### src/rtl/jt6295_pkg.sv
// Shared definitions for the JT6295 phrase-header fetcher.
package jt6295_pkg;

    // ROM address width of the MSM6295 sample space
    localparam int AW = 18;
    // Header bytes fetched per phrase
    localparam int NBYTES = 6;
    // Stride of the phrase table in bytes
    localparam int PHRASE_BYTES = 8;

    // Byte offsets inside one phrase table entry
    localparam int HDR_START_HI  = 0;
    localparam int HDR_START_MID = 1;
    localparam int HDR_START_LO  = 2;
    localparam int HDR_STOP_HI   = 3;
    localparam int HDR_STOP_MID  = 4;
    localparam int HDR_STOP_LO   = 5;

    typedef enum logic [2:0] {
        IDLE,
        ISSUE,
        BLANK,
        WAIT,
        DONE
    } state_t;

endpackage

### src/rtl/jt6295_hdr.sv
// Phrase-header fetcher: reads the 6-byte table entry of a phrase through a
// ROM arbiter slot and hands the assembled start/stop addresses downstream.
module jt6295_hdr
    import jt6295_pkg::*;
#(
    parameter int AW     = jt6295_pkg::AW,
    parameter int NBYTES = jt6295_pkg::NBYTES
) (
    input  logic          clk,
    input  logic          rst,
    input  logic          start,
    input  logic [6:0]    phrase,
    output logic          busy,
    output logic          rom_cs,
    output logic [AW-1:0] rom_addr,
    input  logic [7:0]    rom_dout,
    input  logic          rom_ok,
    output logic [AW-1:0] start_addr,
    output logic [AW-1:0] stop_addr,
    output logic          valid,
    output logic          bad
);

    state_t        state;
    state_t        state_nx;
    logic [6:0]    phrase_q;
    logic [2:0]    cnt;
    logic [7:0]    hdr [NBYTES];
    logic          accept;
    logic          capture;
    logic          last_byte;
    logic [9:0]    byte_addr;
    logic [AW-1:0] start_new;
    logic [AW-1:0] stop_new;

    // Table entry lives at phrase*8; the largest byte address is 0x3FD so
    // ten bits always suffice and no wrap handling is needed.
    assign byte_addr = {phrase_q, 3'b000} + {7'd0, cnt};

    // Only the low two bits of the high bytes carry address information.
    assign start_new = AW'({hdr[HDR_START_HI][1:0], hdr[HDR_START_MID], hdr[HDR_START_LO]});
    assign stop_new  = AW'({hdr[HDR_STOP_HI][1:0],  hdr[HDR_STOP_MID],  hdr[HDR_STOP_LO]});

    // Next-state logic and per-cycle strobes
    always_comb begin
        state_nx  = state;
        accept    = 1'b0;
        capture   = 1'b0;
        last_byte = (cnt == 3'(NBYTES - 1));
        case (state)
            IDLE: begin
                // busy is still high in the valid cycle, so a start there is dropped
                if (start && !busy) begin
                    accept   = 1'b1;
                    state_nx = ISSUE;
                end
            end
            ISSUE: state_nx = BLANK;
            // ok seen here may still belong to the previous byte
            BLANK: state_nx = WAIT;
            WAIT: begin
                if (rom_ok) begin
                    capture  = 1'b1;
                    state_nx = last_byte ? DONE : ISSUE;
                end
            end
            DONE:    state_nx = IDLE;
            default: state_nx = IDLE;
        endcase
    end

    // State register
    always_ff @(posedge clk) begin
        if (rst) state <= IDLE;
        else     state <= state_nx;
    end

    // Control, ROM slot and result registers
    always_ff @(posedge clk) begin
        if (rst) begin
            rom_cs     <= 1'b0;
            rom_addr   <= '0;
            start_addr <= '0;
            stop_addr  <= '0;
            valid      <= 1'b0;
            bad        <= 1'b0;
            busy       <= 1'b0;
            cnt        <= '0;
            phrase_q   <= '0;
        end else begin
            valid <= 1'b0;
            busy  <= (state_nx != IDLE) || (state == DONE);
            if (accept) begin
                phrase_q <= phrase;
                cnt      <= '0;
            end
            if (state == ISSUE) begin
                rom_addr <= AW'(byte_addr);
                rom_cs   <= 1'b1;
            end
            if (capture && !last_byte) cnt <= cnt + 3'd1;
            if (state == DONE) begin
                rom_cs     <= 1'b0;
                valid      <= 1'b1;
                start_addr <= start_new;
                stop_addr  <= stop_new;
                bad        <= (phrase_q == 7'd0) || (stop_new < start_new);
            end
        end
    end

    // Header byte capture; contents are discarded on abort so no reset needed
    always_ff @(posedge clk) begin
        if (capture) hdr[cnt] <= rom_dout;
    end

endmodule

### config.mk
export PLATFORM = sky130hd
export DESIGN_NAME = jt6295_hdr
export DESIGN_NICKNAME = d
export VERILOG_FILES = /design/src/rtl/jt6295_pkg.sv /design/src/rtl/jt6295_hdr.sv
export SDC_FILE = /design/constraint.sdc
export NUM_CORES = 1
export LEC_CHECK = 0
export ABC_AREA = 1
export CORE_MARGIN = 2
export CORE_UTILIZATION = 46
export DETAILED_ROUTE_END_ITERATION = 10
export GPL_ROUTABILITY_DRIVEN = 0
export GPL_TIMING_DRIVEN = 0
export MAX_ROUTING_LAYER = met4
export PLACE_DENSITY = 0.8
export SKIP_LAST_GASP = 1
export SLEW_MARGIN = 20
export SYNTH_ARGS = -nofsm -noshare
export SYNTH_HDL_FRONTEND = slang
export SYNTH_SLANG_ARGS = --single-unit
### constraint.sdc
create_clock -name clk -period 1.6 [get_ports clk]
set_input_delay 0.32 -clock clk [delete_from_list [all_inputs] [get_ports clk]]
set_output_delay 0.32 -clock clk [all_outputs]
set_load 0.01 [all_outputs]
==> metrics.cfg, run 1 <==
[run_status]
status=finished, final reports clean

[finish]
final_layout_size_suffix_gt1_share_pct=12.9
fillers=665
multi_input_comb_area_um2=1280
seq_area_um2=2340
syn_to_final_growth_pct=33.7
diodes=0
nets=506
design_area_um2=5110

[sta]
finalCriticalPeriod_ns=1.58
fmax_ghz=0.633
setup_viol=0
fin_worst_skew_ns=0.00770
hold_viol=0
fin_crit_sh_pct=98.7
whs_ns=0.200
finalMaxSlewViolations=0
rsz0062_at_grt=true

[detailed_routing]
drt_first_pass_iters=4
vias=2906
drt-initial-drc-count=173
drt.antenna.violating_nets=0
via_per_inst=5.03
drc_errors=0
route.detailed.wl_per_inst_um=14.9
routed_wl_um=8590

[floorplanning]
rows=33
io_pins=77
dieArea_um2=9050
initial_core_util_pct=47.0
core_region_area_um2=8130
die_w_um=95.2
die_height_um=95.2

[setup_path]
rr_startpoint=state[1]$_SDFF_PP0_
cp_data_arrival_time_ns=1.26
worst_setup_path_end_kind=output port
crit_type=reg2out
cp_top_family=buffers and inverters
critPathBufInv=1
rr_worst_depth=5
cp_max_fo=2
r2r_slack_ns=0.09
required_ns=1.28
worstPathCellList=clkdlybuf4s50_1
crit_path_top_delay_cell=clkdlybuf4s50_1
rr_endpoint=hdr[5][2]$_DFFE_PP_
startpoint_type=register
max_stage_delay_ns=0.54

[synthesis]
yosysUniqueCellTypes=28
yosysTopAreaCell=dfxtp_1
synth_top_flop_cell=dfxtp_1
async_flop_share_pct=0
yosysTopAreaCellShare_pct=33.0
synth_area_leaders=dfxtp_1 33%, edfxtp_1 28%, nand2_1 6.8%, ha_1 6.2%, a22o_1 4.1%
netlist_instances=373
netlist_top_cells_count=69 x nand2_1, 63 x dfxtp_1, 41 x inv_1
synth_area_um2=3820
ys_seq_elements=99
yosys_warnings=0
synth_edf_count=36
ys_seq_area_share_pct=61.3
yosysMostFrequentCell=nand2_1
synth.avg_cell_area_um2=10.2

[clock_tree]
clkLatencyLatePin_ns=0.37
numCtsBuffers=9
cts_max_path_buffers=2
cts_tree=built
htreeDepth=3
cts_root_buffer=clkbuf_8
clk_pin_slew_ns=0.09
cts_sinks=99

[power]
power.total_mw=4.84
p_per_area_nw_per_um2=946
ir_drop_mv=0.596
leakage_nw=2.62

[grt]
grt_remaining_overflow=0
antenna_found_initial=0
globalRouteMet3Util_pct=4.98
grt_use_met1_pct=22.7
grt_pass1_wl_um=13600
busiest_layer=met2
first_global_vias=2877
grt_max_degree=17
use_met2_pct=36.3
grt_usage_pct=20.7

[place]
portBuffers=67
dp_hpwl_um=6020
dpl_cell_area_um2=4670

[run]
cap_violations=0

[worst_hold_path]
hold_start=rst
worstHoldPathCells=2
hp-class=in2reg
hold_end=rom_addr[0]$_SDFFE_PP0P_

-- cell type report --
cell class	count	area share [%]
multi-input cells	219	25.1
repair buffers	77	16.4
clock inverters	6	1.71
clock buffers	10	2.50
inverters	42	3.08
flip-flops and latches	99	45.9
well taps	105	2.57
plain buffers	20	2.72
-- layout by cell type, fill, tap and decap left out, drive strengths merged, types with 2 or more instances in the layout --
cell	netlist	layout
o21ai	28	28
a21oi	17	17
nor3	9	9
clkbuf	2	12
a22o	18	18
clkdlybuf4s50	0	32
nand2	70	70
nor2	26	26
dlymetal6s2s	0	30
nand3	17	17
conb	1	8
clkinvlp	0	2
inv	42	43
nor4	2	2
ha	19	19
dfxtp	63	63
edfxtp	36	36
bufinv	0	2
dlygate4sd2	0	5
buf	18	28
-- per-stage QoR --
| step | setup WS (ns) | TNS (ns) | cells | utilization, % |
|---|---|---|---|---|
| finish | 0.0207 | 0 | 578 | 62.8 |
| global route | -0.0343 | -0.0343 | 578 | 62.8 |
| CTS | 0.000920 | 0 | 575 | 61.3 |
| detailed placement | -0.742 | -23.18 | 552 | 57.4 |
| global placement | -1.06 | -33.29 | 552 | 57.2 |
| floorplan | -0.117 | -3.74 | 380 | - |
-- cells by family (layout without fill, tap and decap cells) --
family | Yosys count | in the layout | share of synthesized area [%]
AND/OR/NAND/NOR | 125 | 125 | 13.9
flip-flops | 99 | 99 | 61.3
AO/OA/AOI/OAI | 67 | 67 | 10.8
buffers and inverters | 62 | 155 | 7.76
adder cells (fa/ha/maj) | 19 | 19 | 6.22
other | 1 | 8 | 0.0981
-- where the power goes --
part	internal (mW)	switching, mW	total (mW)
sequential	2.67	0.0476	2.72
combinational	0.164	0.214	0.379
clock	0.882	0.861	1.74
-- what timing repair did --
action                                  CTS  global route
gates resized for setup                  10            38
hold buffers                              0             0
endpoints found under the setup margin   37            67
pin swaps                                 4             3
buffers inserted                          7             3
-- sequential cells by signal, indices dropped and copies added (netlist names) --
signal and flops:
bad 1, busy 1, cnt 3, hdr 36, phrase_q 7, rom_addr 10, rom_cs 1, start_addr 18
state 3, stop_addr 18, valid 1
-- how the worst max path moves through the flow --
stage | end | start | slack [ns] | depth (start not counted)
finish | stop_addr[14] | stop_addr[14]$_SDFFE_PP0P_ | 0.02 | 1
global route | bad$_SDFFE_PP0P_ | hdr[4][7]$_DFFE_PP_ | -0.03 | 10
detailed placement | hdr[2][4]$_DFFE_PP_ | rom_ok | -0.74 | 5
floorplan | hdr[1][0]$_DFFE_PP_ | state[0]$_SDFF_PP0_ | -0.12 | 4
global placement | hdr[2][4]$_DFFE_PP_ | rom_ok | -1.06 | 5
CTS | start_addr[16] | start_addr[16]$_SDFFE_PP0P_ | 0.0009 | 1
-- routing by layer --
| layer | vias up | wire, µm |
|---|---|---|
| met1 | 1391 | 3480 |
| li1 | 1424 | - |
| met2 | 75 | 4530 |
| met4 | 0 | 167 |
| met5 | - | 0 |
| met3 | 16 | 416 |
Note: power is estimated with default switching activity, not from simulation.
==> inputs of run 2 (changes only) <==
--- a/config.mk
+++ b/config.mk
@@ -13,8 +13,9 @@
 export GPL_TIMING_DRIVEN = 0
 export MAX_ROUTING_LAYER = met4
 export PLACE_DENSITY = 0.8
+export REMOVE_ABC_BUFFERS = 1
 export SKIP_LAST_GASP = 1
-export SLEW_MARGIN = 20
+export SLEW_MARGIN = 30
 export SYNTH_ARGS = -nofsm -noshare
 export SYNTH_HDL_FRONTEND = slang
 export SYNTH_SLANG_ARGS = --single-unit
==> run 2 against run 1 <==
  * Highest routed layer unchanged
  * Flip-flop and latch count did not move
  * Clock power fell by 14%
  * Hold slack improved by 0.26 ns
  * Maximum frequency rose by 0.29%
==> metrics.cfg, run 2 (synthesis gave the netlist of run 1 again) <==
[clock_tree]
clk_pin_slew_ns=0.10
cts_tree=built
cts_max_path_buffers=2
numCtsBuffers=9
cts_sinks=99
htreeDepth=3
clkLatencyLatePin_ns=0.36
cts_root_buffer=clkbuf_8

[finish]
finalNonFillerCells=575
design_area_um2=5210
diodes=0
top_regs=hdr x36, start_addr x18, stop_addr x18
largest_reg_flops=36
final_layout_size_suffix_gt1_share_pct=16.8
layout_commonest_cell=dfxtp_1
regMostFlops=hdr
final_cell_mix=62 x dfxtp_1, 59 x nand2_1, 37 x inv_1
syn_to_final_growth_pct=36.3
nets=503
fin_util_pct=64.0

[detailed_routing]
drt_first_pass_iters=5
route.detailed.wl_per_inst_um=14.8
routed_wl_um=8510
vias=2851
drc_errors=0
via_per_inst=4.96
drt.antenna.violating_nets=0
drt-initial-drc-count=119

[power]
p_per_area_nw_per_um2=880
clkPwrFrac_pct=32.4
intPower_mw=3.42
switching_share_pct=25.5
seq_power_share_pct=59.4
switchingPower_mw=1.17
leakage_nw=2.59
ir_drop_mv=0.604
pwr-share-comb_pct=8.2

[floorplanning]
initial_core_util_pct=47.0
dieArea_um2=9050
die_height_um=95.2
rows=33
core_region_area_um2=8130
io_pins=77
die_w_um=95.2

[grt]
antenna_found_initial=0
grt_remaining_overflow=0
grt_usage_pct=19.7
first_global_vias=2730
grt_max_degree=25
grt_pass1_wl_um=13100

[run_status]
status=finished, final reports clean

[sta]
fmax_ghz=0.635
fin_crit_sh_pct=98.4
tightestPinTransition_ns=0.910
setup_slack_ns=0.0252
rsz0062_at_grt=true
hold_viol=0
relSlewSlack_pct=39.3
setup_viol=0
finalCriticalPeriod_ns=1.57
finalMaxSlewViolations=0
fin_worst_skew_ns=0.0124

[worst_hold_path]
hold_start=rom_cs$_SDFFE_PP0P_
hp-class=reg2reg

[setup_path]
cp-startpoint=state[0]$_SDFF_PP0_
rr_startpoint=state[0]$_SDFF_PP0_
worst_setup_path_end_kind=register
cp_data_arrival_time_ns=1.65
crit_path_top_delay_cell=dfxtp_1
cp_max_fo=7
worstPathCellList=nand3_1 -> nor2_4 -> inv_4 -> nor3_4 -> buf_4
startpoint_type=register
crit_type=reg2reg
required_ns=1.67
max_stage_delay_ns=0.45

[place]
dp.cells=534
dp_hpwl_um=5520
dpl_cell_area_um2=4570
post-place-ws_ns=-0.810
portBuffers=68

[run]
cap_violations=0

==> run 2: cell count changes in the layout (fill, tap and decap cells not counted), sizes merged <==
cell	delta
buf	-3
bufinv	-2
clkbuf	-3
clkdlybuf4s50	+1
clkinv	+2
clkinvlp	+1
dlygate4sd2	+1
dlymetal6s2s	-1
nor2	+1
==> run 2: final cells by class <==
type / count / area, µm²
Tap cell: 105 / 131
Clock buffer: 9 / 124
Sequential cell: 99 / 2340
Inverter: 42 / 164
Multi-Input combinational cell: 220 / 1410
Timing Repair Buffer: 93 / 978
Clock inverter: 7 / 62.6
Fill cell: 645 / 2930
==> run 2: per-layer routing <==
metal  GRT usage [%]  share of wire (%)  wire, µm  up-vias
li1                -                  -         -     1419
met1            24.4                 42      3600     1321
met2            32.6                 50      4250       93
met3            2.92                5.5       470       18
met4            7.49                2.2       188        0
met5               -                  0         0        -
==> run 2: power groups by stage <==
stage	clock network (mW)	registers [mW]	logic, mW
CTS	1.51	2.72	0.369
floorplan	0	2.77	0.179
global placement	0	2.77	0.332
detailed placement	0	2.77	0.352
finish	1.49	2.72	0.375
global route	1.61	2.73	0.426
==> run 2: critical path: cells and delay by family (launching register included) <==
kind	cells	cell delay [ns]
buffers and inverters	2	0.29
DFF	1	0.45
and+or+nand+nor	3	0.56
==> run 2: final timing paths <==
| path | cells after the start | endpoint | slack (ns) |
|---|---|---|---|
| max | 5 | hdr[1][4]$_DFFE_PP_ | 0.03 |
| min | 2 | rom_cs$_SDFFE_PP0P_ | 0.46 |
| max reg2reg | 5 | hdr[1][4]$_DFFE_PP_ | 0.03 |
| min reg2reg | 2 | rom_cs$_SDFFE_PP0P_ | 0.46 |
==> run 2: through the flow <==
| stage | TNS [ns] | power [mW] | hold WS (ns) |
|---|---|---|---|
| floorplan | -3.74 | 2.95 | 0.389 |
| global placement | -82.19 | 3.10 | 0.437 |
| detailed placement | -54.10 | 3.13 | 0.444 |
| CTS | 0 | 4.60 | 0.464 |
| global route | -0.306 | 4.77 | 0.488 |
| finish | 0 | 4.59 | 0.459 |
==> run 2: repair_timing <==
action / in CTS / in global routing
gates cloned: 1 / 0
hold buffers: 0 / 0
pin swaps: 6 / 16
setup buffers: 12 / 12
gates resized for setup: 14 / 59
endpoints found under the setup margin: 87 / 86
==> inputs of run 3 (changes only) <==
--- a/config.mk
+++ b/config.mk
@@ -8,11 +8,12 @@
 export ABC_AREA = 1
 export CORE_MARGIN = 2
 export CORE_UTILIZATION = 46
+export CTS_CLUSTER_SIZE = 30
 export DETAILED_ROUTE_END_ITERATION = 10
 export GPL_ROUTABILITY_DRIVEN = 0
 export GPL_TIMING_DRIVEN = 0
 export MAX_ROUTING_LAYER = met4
-export PLACE_DENSITY = 0.8
+export PLACE_DENSITY = 0.85
 export REMOVE_ABC_BUFFERS = 1
 export SKIP_LAST_GASP = 1
 export SLEW_MARGIN = 30
==> run 3 against run 2 <==
  * Sequential power about the same
  * Total power increased by 4.6%
  * Clock power increased by 15%
  * Cell area decreased by 0.98%
  * Clock skew increased by 0.0068 ns
  * Largest cell class unchanged
==> metrics.cfg, run 3 (synthesis gave the netlist of run 1 again) <==
[sta]
relSlewSlack_pct=40.8
finalMaxSlewViolations=0
tightestPinTransition_ns=0.888
fin_worst_skew_ns=0.0192
finalCriticalPeriod_ns=1.57
setup_viol=0
fmax_ghz=0.636
rsz0062_at_grt=true
hold_viol=0
fin_crit_sh_pct=98.3

[finish]
largest_reg_flops=36
regMostFlops=hdr
fillers=627
top_regs=hdr x36, start_addr x18, stop_addr x18
seq_area_um2=2340
multi_input_comb_area_um2=1360
finalNonFillerCells=567
design_area_um2=5160
nets=495
syn_to_final_growth_pct=34.9
layout_commonest_cell=nand2_1
final_layout_size_suffix_gt1_share_pct=13.6
final_cell_mix=67 x nand2_1, 61 x dfxtp_1, 40 x dlymetal6s2s_1
diodes=0

[run]
cap_violations=0

[detailed_routing]
drc_errors=0
drt_first_pass_iters=5
route.detailed.wl_per_inst_um=15.1
drt.antenna.violating_nets=0
routed_wl_um=8550
via_per_inst=5.04
vias=2859
drt-initial-drc-count=90

[setup_path]
cp_data_arrival_time_ns=1.25
crit_type=reg2out
worst_setup_path_end_kind=output port
max_stage_delay_ns=0.54
critPathBufInv=1
required_ns=1.28
cp_max_fo=2
crit_path_top_delay_cell=clkdlybuf4s50_1
cp_top_family=buffers and inverters
startpoint_type=register
worstPathCellList=clkdlybuf4s50_1

[worst_hold_path]
hp-class=reg2reg

[clock_tree]
cts_root_buffer=clkbuf_8
clk_pin_slew_ns=0.10
htreeDepth=3
numCtsBuffers=9
cts_max_path_buffers=2
clkLatencyLatePin_ns=0.37
cts_sinks=99
cts_tree=built

[place]
portBuffers=68
dpl_cell_area_um2=4570
dp_hpwl_um=5430
dp.cells=534

[power]
p_per_area_nw_per_um2=930
ir_drop_mv=0.507
leakage_nw=2.75
power.total_mw=4.80

[floorplanning]
die_w_um=95.2
rows=33
io_pins=77
initial_core_util_pct=47.0
die_height_um=95.2
dieArea_um2=9050
core_region_area_um2=8130

[grt]
grt_max_degree=31
grt_remaining_overflow=0
first_global_vias=2713
grt_usage_pct=19.4
grt_pass1_wl_um=12900
antenna_found_initial=0

[run_status]
status=finished, final reports clean

[run 3: per-layer routing]
metal	vias to the layer above	part of all wire [%]	GRT usage, %
met1	1330	40	24.1
met2	106	51	32.0
met4	0	1.5	7.25
li1	1411	-	-
met5	-	0	-
met3	12	7.2	3.16
[run 3: worst min-delay path: stages, from the launching register on]
cell and delay, ns:
dfxtp_1 0.32, nand2_1 0.06, nand2_1 0.04
[run 3: final cells by class]
| class | count | area share [%] |
|---|---|---|
| clock buffer | 9 | 2.40 |
| tap | 105 | 2.55 |
| timing repair buffer | 85 | 18.4 |
| inverter | 42 | 3.13 |
| sequential | 99 | 45.5 |
| multi-input combinational | 220 | 26.3 |
| clock inverter | 7 | 1.75 |
[run 3: worst paths after layout]
| path | endpoint | slack (ns) | startpoint | cells past startpoint |
|---|---|---|---|---|
| min reg2reg | bad$_SDFFE_PP0P_ | 0.45 | bad$_SDFFE_PP0P_ | 2 |
| max reg2reg | bad$_SDFFE_PP0P_ | 0.03 | hdr[4][5]$_DFFE_PP_ | 10 |
| min | bad$_SDFFE_PP0P_ | 0.45 | bad$_SDFFE_PP0P_ | 2 |
| max | stop_addr[7] | 0.03 | stop_addr[7]$_SDFFE_PP0P_ | 1 |
[run 3: per-stage QoR]
stage | setup TNS, ns | hold WS [ns] | setup WS [ns] | util, %
global route | -0.0862 | 0.479 | -0.0862 | 63.4
global placement | -80.44 | 0.439 | -1.17 | 55.6
finish | 0 | 0.454 | 0.0271 | 63.4
detailed placement | -51.00 | 0.446 | -0.807 | 56.2
CTS | 0 | 0.462 | 0.00291 | 60.5
floorplan | -3.74 | 0.389 | -0.117 | -
[run 3: repair_timing]
action                                  CTS  global route
gates cloned                              1             0
endpoints found under the setup margin   83            97
setup buffers                             9             7
hold buffers                              0             0
pin swaps                                 5             7
gates resized for setup                  11            58
[run 3: where the power goes]
part           internal [mW]  switching (mW)  total, mW  leakage, nW
registers               2.67          0.0497       2.72        0.834
clock network          0.770           0.947       1.72        0.110
logic                  0.146           0.213      0.360         1.81
